**config.mk**
```make
export PLATFORM = sky130hd
export DESIGN_NAME = chunk_fetch
export DESIGN_NICKNAME = d
export VERILOG_FILES = /design/src/rtl/chunk_fetch.sv
export SDC_FILE = /design/constraint.sdc
export NUM_CORES = 1
export LEC_CHECK = 0
export ABC_AREA = 1
export CAP_MARGIN = 20
export CORE_MARGIN = 2
export CORE_UTILIZATION = 25
export CTS_CLUSTER_SIZE = 24
export DETAILED_ROUTE_END_ITERATION = 16
export GPL_TIMING_DRIVEN = 0
export MAX_ROUTING_LAYER = met4
export PLACE_DENSITY_LB_ADDON = 0.15
export SYNTH_ARGS = -nofsm -noshare
export SYNTH_HDL_FRONTEND = slang
export SYNTH_SLANG_ARGS = --single-unit
```
**constraint.sdc**
```tcl
create_clock -name clk -period 0.8 [get_ports clk]
set_input_delay 0.16 -clock clk [delete_from_list [all_inputs] [get_ports clk]]
set_output_delay 0.16 -clock clk [all_outputs]
set_load 0.05 [all_outputs]
```
**src/rtl/chunk_fetch.sv**
```systemverilog
`timescale 1ns/1ps
`default_nettype none
// ============================================================================
// Module      : chunk_fetch
// Description : Map-side producer of the per-pixel chunk code. Converts the
//               VGA scan position into a map RAM tile address, issues the
//               read, sanitises the returned code and delivers one 4-bit
//               chunk code per pixel through a fixed 3-cycle pipeline.
//               Pixels outside the playfield and invalid stored codes are
//               emitted as `SIDE.
// Ports       : clk, rst          - clock (rising edge), async active-high reset
//               pix_x, pix_y      - current scan column / row (10 bit)
//               pix_valid         - scan position is in the visible area
//               map_addr          - map RAM read address (registered)
//               map_rd_en         - map RAM read strobe (registered)
//               map_data          - map RAM read data, one cycle after address
//               chunk_type        - chunk code for the pixel of 3 cycles ago
//               chunk_valid       - chunk_type belongs to a visible pixel
// Options     : CHUNK_GRID_EN     - draw tile grid lines (first row/column of
//                                   every tile) as `SIDE
// Revision    : 1.0 - initial release
// ============================================================================

// Chunk code defines. A project-wide chunk-type header included earlier in
// the compilation takes precedence over these fall-back values.
`ifndef PLAYER_UP
`define PLAYER_UP    4'd0
`endif
`ifndef PLAYER_DOWN
`define PLAYER_DOWN  4'd1
`endif
`ifndef PLAYER_LEFT
`define PLAYER_LEFT  4'd2
`endif
`ifndef PLAYER_RIGHT
`define PLAYER_RIGHT 4'd3
`endif
`ifndef BOX
`define BOX          4'd4
`endif
`ifndef TARGET
`define TARGET       4'd5
`endif
`ifndef WALL
`define WALL         4'd6
`endif
`ifndef GROUND
`define GROUND       4'd7
`endif
`ifndef SIDE
`define SIDE         4'd8
`endif

module chunk_fetch #(
   parameter int MAP_W     = 16,
   parameter int MAP_H     = 12,
   parameter int TILE_LOG2 = 5,
   parameter int X_OFF     = 64,
   parameter int Y_OFF     = 48,
   parameter int ADDR_W    = 8
) (
   input  logic              clk,
   input  logic              rst,
   input  logic [9:0]        pix_x,
   input  logic [9:0]        pix_y,
   input  logic              pix_valid,
   output logic [ADDR_W-1:0] map_addr,
   output logic              map_rd_en,
   input  logic [3:0]        map_data,
   output logic [3:0]        chunk_type,
   output logic              chunk_valid
);

   localparam logic [9:0] c_x_off   = 10'(X_OFF);
   localparam logic [9:0] c_y_off   = 10'(Y_OFF);
   localparam logic [9:0] c_map_wpx = 10'(MAP_W << TILE_LOG2);
   localparam logic [9:0] c_map_hpx = 10'(MAP_H << TILE_LOG2);

   // ------------------------------------------------------------------
   // Stage 0: position decode (combinational)
   // ------------------------------------------------------------------
   logic [9:0]        w_rel_x;
   logic [9:0]        w_rel_y;
   logic [9:0]        w_tx;
   logic [9:0]        w_ty;
   logic              w_in_map;
   logic [ADDR_W-1:0] w_addr_d;

   assign w_rel_x = pix_x - c_x_off;
   assign w_rel_y = pix_y - c_y_off;

   // The lower-bound compare uses the raw position so a column left of the
   // playfield cannot wrap into the map through the subtraction.
   assign w_in_map = pix_valid
                   & (pix_x >= c_x_off) & (pix_y >= c_y_off)
                   & (w_rel_x < c_map_wpx) & (w_rel_y < c_map_hpx);

   assign w_tx     = w_rel_x >> TILE_LOG2;
   assign w_ty     = w_rel_y >> TILE_LOG2;
   assign w_addr_d = ADDR_W'(32'(w_ty) * 32'(MAP_W) + 32'(w_tx));

   // ------------------------------------------------------------------
   // Stage 1/2 pipeline and output registers
   // ------------------------------------------------------------------
   logic [ADDR_W-1:0] map_addr_q;
   logic              map_rd_en_q;
   logic              valid1_q;
   logic              inmap1_q;
   logic              valid2_q;
   logic              inmap2_q;
   logic [3:0]        chunk_type_q;
   logic              chunk_valid_q;
   logic [3:0]        w_chunk_d;
   logic              w_code_ok;
   logic              w_on_grid2;

   always_ff @(posedge clk or posedge rst) begin
      if (rst) begin
         map_addr_q    <= '0;
         map_rd_en_q   <= 1'b0;
         valid1_q      <= 1'b0;
         inmap1_q      <= 1'b0;
         valid2_q      <= 1'b0;
         inmap2_q      <= 1'b0;
         chunk_type_q  <= `SIDE;
         chunk_valid_q <= 1'b0;
      end else begin
         map_rd_en_q <= w_in_map;
         // Address only moves for real reads; the RAM ignores it otherwise.
         if (w_in_map) begin
            map_addr_q <= w_addr_d;
         end
         valid1_q      <= pix_valid;
         inmap1_q      <= w_in_map;
         valid2_q      <= valid1_q;
         inmap2_q      <= inmap1_q;
         chunk_type_q  <= w_chunk_d;
         chunk_valid_q <= valid2_q;
      end
   end

`ifdef CHUNK_GRID_EN
   // Grid flag travels alongside the in-map bit; the read is still issued.
   logic w_grid0;
   logic grid1_q;
   logic grid2_q;

   assign w_grid0 = (w_rel_x[TILE_LOG2-1:0] == '0) | (w_rel_y[TILE_LOG2-1:0] == '0);

   always_ff @(posedge clk or posedge rst) begin
      if (rst) begin
         grid1_q <= 1'b0;
         grid2_q <= 1'b0;
      end else begin
         grid1_q <= w_grid0;
         grid2_q <= grid1_q;
      end
   end

   assign w_on_grid2 = grid2_q;
`else
   assign w_on_grid2 = 1'b0;
`endif

   // ------------------------------------------------------------------
   // Stage 2: sanitise the returned code
   // ------------------------------------------------------------------
   always_comb begin
      w_code_ok = 1'b0;
      case (map_data)
         `PLAYER_UP, `PLAYER_DOWN, `PLAYER_LEFT, `PLAYER_RIGHT,
         `BOX, `TARGET, `WALL, `GROUND, `SIDE: w_code_ok = 1'b1;
         default:                              w_code_ok = 1'b0;
      endcase
   end

   assign w_chunk_d = (inmap2_q && !w_on_grid2 && w_code_ok) ? map_data : `SIDE;

   assign map_addr    = map_addr_q;
   assign map_rd_en   = map_rd_en_q;
   assign chunk_type  = chunk_type_q;
   assign chunk_valid = chunk_valid_q;

endmodule

`default_nettype wire

```
==> results.toml <==
[setup_path]
max_stage_delay_ns = 0.19
path_class = "in -> reg"
crit_path_end_kind = "flop"
worstPathMaxFanout = 6
crit_required_ns = 0.94
cpLargestDelayFamily = "simple AND/OR/NAND/NOR gates"
crit_arrival_ns = 1.23
crit_top_cell = "nand2_1"
cp_num_buf_inv = 3
critPathSlowestCell = "nor2_8"
cp_cell_sequence = "buf_12 > inv_12 > ha_4 > inv_2 > nor2_1 > nand2_1 > nor2_2 > nor2_4 > nor2_8 > nand2_4 > nand2_2 > nand2_1"
startpoint_type = "primary input"

[power_and_ir_drop]
seqPwrFrac_pct = 33.9
irDropWorstVdd_mv = 1.41
p_sw_share_pct = 38.1
leakagePower_nw = 0.871
p_per_area_nw_per_um2 = 1860
power_switching_mw = 1.23
p_int_mw = 2.00
fin_total_pwr_mw = 3.22
pwr-share-comb_pct = 46.8
clockPowerShare_pct = 19.3

[drt]
drtIter0Drc = 21
drt_wl_total_um = 2250
firstDrtPassIters = 4
ant_nets = 0
wl_per_cell_um = 9.88
vias_per_cell = 4.27
drc = 0
vias = 974

[sta]
fmax_mhz = 920
fin_ws_ns = -0.286
grt_setup_unrepaired = "yes"
skew_ns = 0.00454
fin_tns_setup_ns = -4.62
hold_violations = 0
timing.final.crit_share_pct = 136
min_period_ns = 1.09
tightestPinTransition_ns = 0.362
timing.hold.ws_ns = 0.209
maxSlewViolCount = 0
max_slew_margin_pct = 75.8
setup_violations = 23

[clock_tree]
clkLatencyLatePin_ns = 0.25
cts_buffer_depth = 2
path_clk_slew_ns = 0.06
cts_tree = "built"
numCtsBuffers = 3
cts.sinks = 17
hold_buffers = 0
htree_levels = 1
cts_root_buffer = "clkbuf_8"

[die]
io_pins = 41
die_y_um = 67.1
initial_utilization_pct = 26.6
core_area_sq_um = 3740
die_w_um = 67.1
rows = 22
die-area_sq_um = 4500

[layout]
final_nets = 213
diodes = 0
syn2layout_area_growth_pct = 74.5
stdcell_count = 228
drive_above_1_share_pct = 48.3
final_util_pct = 46.4
fin_area_sq_um = 1740

[global_routing]
overflow = 0
grt_pass1_wl_um = 3670
grt_max_degree = 18
antenna_found_initial = 0
grt_pass1_vias = 910
track_usage_pct = 11.3

[placement]
place.gp.congestion = 0.682
dp_cells = 206
place_area_sq_um = 1500
io_buffers = 36
pre_cts_slack_ns = -1.13
dp_hpwl_um = 1650

[hold_path]
hp-class = "in -> reg"

[yosys]
synth_cell_types = 18
yosys-top-cells-area = "dfrtp_1 (40%), nand2_1 (15%), nand3_1 (7.5%)"
synth-seq-cells = 17
synth_top_area_share_pct = 40.2
syn_area_sq_um = 996
synth_top_area_cell = "dfrtp_1"
mappedNetlistNets = 154
synth-seq-area-share_pct = 42.8
syn_inst = 122
ys_warn_count = 0
syn_area_per_cell_sq_um = 8.16

[status]
outcome = "finished with violations"
violations = "negative setup slack"

[job]
max_cap_viol_count = 0
==> placed cells by master (no fill, tap or decap), types with 3 or more instances in the layout <==
cell	count
dlygate4sd2_1	9
clkbuf_8	3
buf_2	6
clkdlybuf4s50_1	3
inv_1	7
nor2_2	3
nor2_4	5
nand3_1	13
nor2_1	7
ha_4	3
nand2_1	30
dfrtp_1	16
buf_4	15
nand3_2	3
nand2_2	13
inv_2	7
buf_6	14
==> tightest hold or removal path, cell delays in order <==
cell and delay [ns]:
dlymetal6s2s_1 0.12, nand3b_1 0.09, inv_1 0.05
==> kinds of logic after synthesis <==
group	share of synthesized area, %
AND/OR/NAND/NOR	42.8
flip-flops	42.8
buffers and inverters	6.41
adder cells (fa/ha/maj)	6.28
AO/OA/AOI/OAI	0.754
XOR/XNOR	0.880
==> worst paths after layout <==
check,slack [ns],end,from,depth (start not counted)
min reg2reg,0.36,valid2_q,valid1_q,0
max reg2reg,0.02,chunk_type[1],inmap2_q,3
max in group asynchronous,0.27,chunk_type[3],rst,2
min in group asynchronous,0.24,map_addr[4],rst,2
max,-0.29,map_addr[4],pix_x[7],12
min,0.21,chunk_type[2],map_data[2],3
==> power groups by stage <==
stage / combinational (mW) / sequential, mW / clock, mW
after floorplan: 0.355 / 1.52 / 0
after global placement: 1.23 / 1.10 / 0
after detailed placement: 1.25 / 1.09 / 0
after global routing: 1.61 / 1.11 / 0.703
after CTS: 1.46 / 1.09 / 0.652
final: 1.51 / 1.09 / 0.624
==> metal layers <==
| layer | vias to the layer above | global-route usage, % | share of wire [%] |
|---|---|---|---|
| li1 | 498 | - | - |
| met1 | 443 | 12.0 | 43 |
| met2 | 31 | 19.4 | 49 |
| met3 | 2 | 4.39 | 7.7 |
| met4 | 0 | 3.06 | 0.36 |
| met5 | - | - | 0 |
==> state kept, by name (all words and copies together) (netlist names) <==
register	flops
chunk_valid	1
chunk_type	4
valid1_q	1
map_addr	8
inmap2_q	1
valid2_q	1
inmap1_q	1
==> cells in the mapped netlist <==
cell      instances
ha_1              5
xor2_1            1
inv_1            15
nand3_2           1
nand2_8           1
o21a_1            1
nand2_1          40
nor2_8            2
dfrtp_1          16
nand3_1          15
nand3b_1          2
inv_2             2
nand3_4           1
nor2_1           12
nor4_1            1
dfstp_2           1
nand2_2           4
nor2_4            2
==> area by class of cell <==
class	count	area (sq um)
Inverter	17	82.6
Sequential cell	17	427
Clock buffer	4	45.0
Tap cell	48	60.1
Fill cell	383	2010
Multi-Input combinational cell	90	637
Timing Repair Buffer	52	487
==> what timing repair did <==
item                       in CTS  in global routing
cloned                          2                  0
setup endpoints to repair      24                 40
pin swaps                      25                 14
gates resized for setup       157                  9
setup buffers                  10                  6
Power figures use the tool's default switching activity.
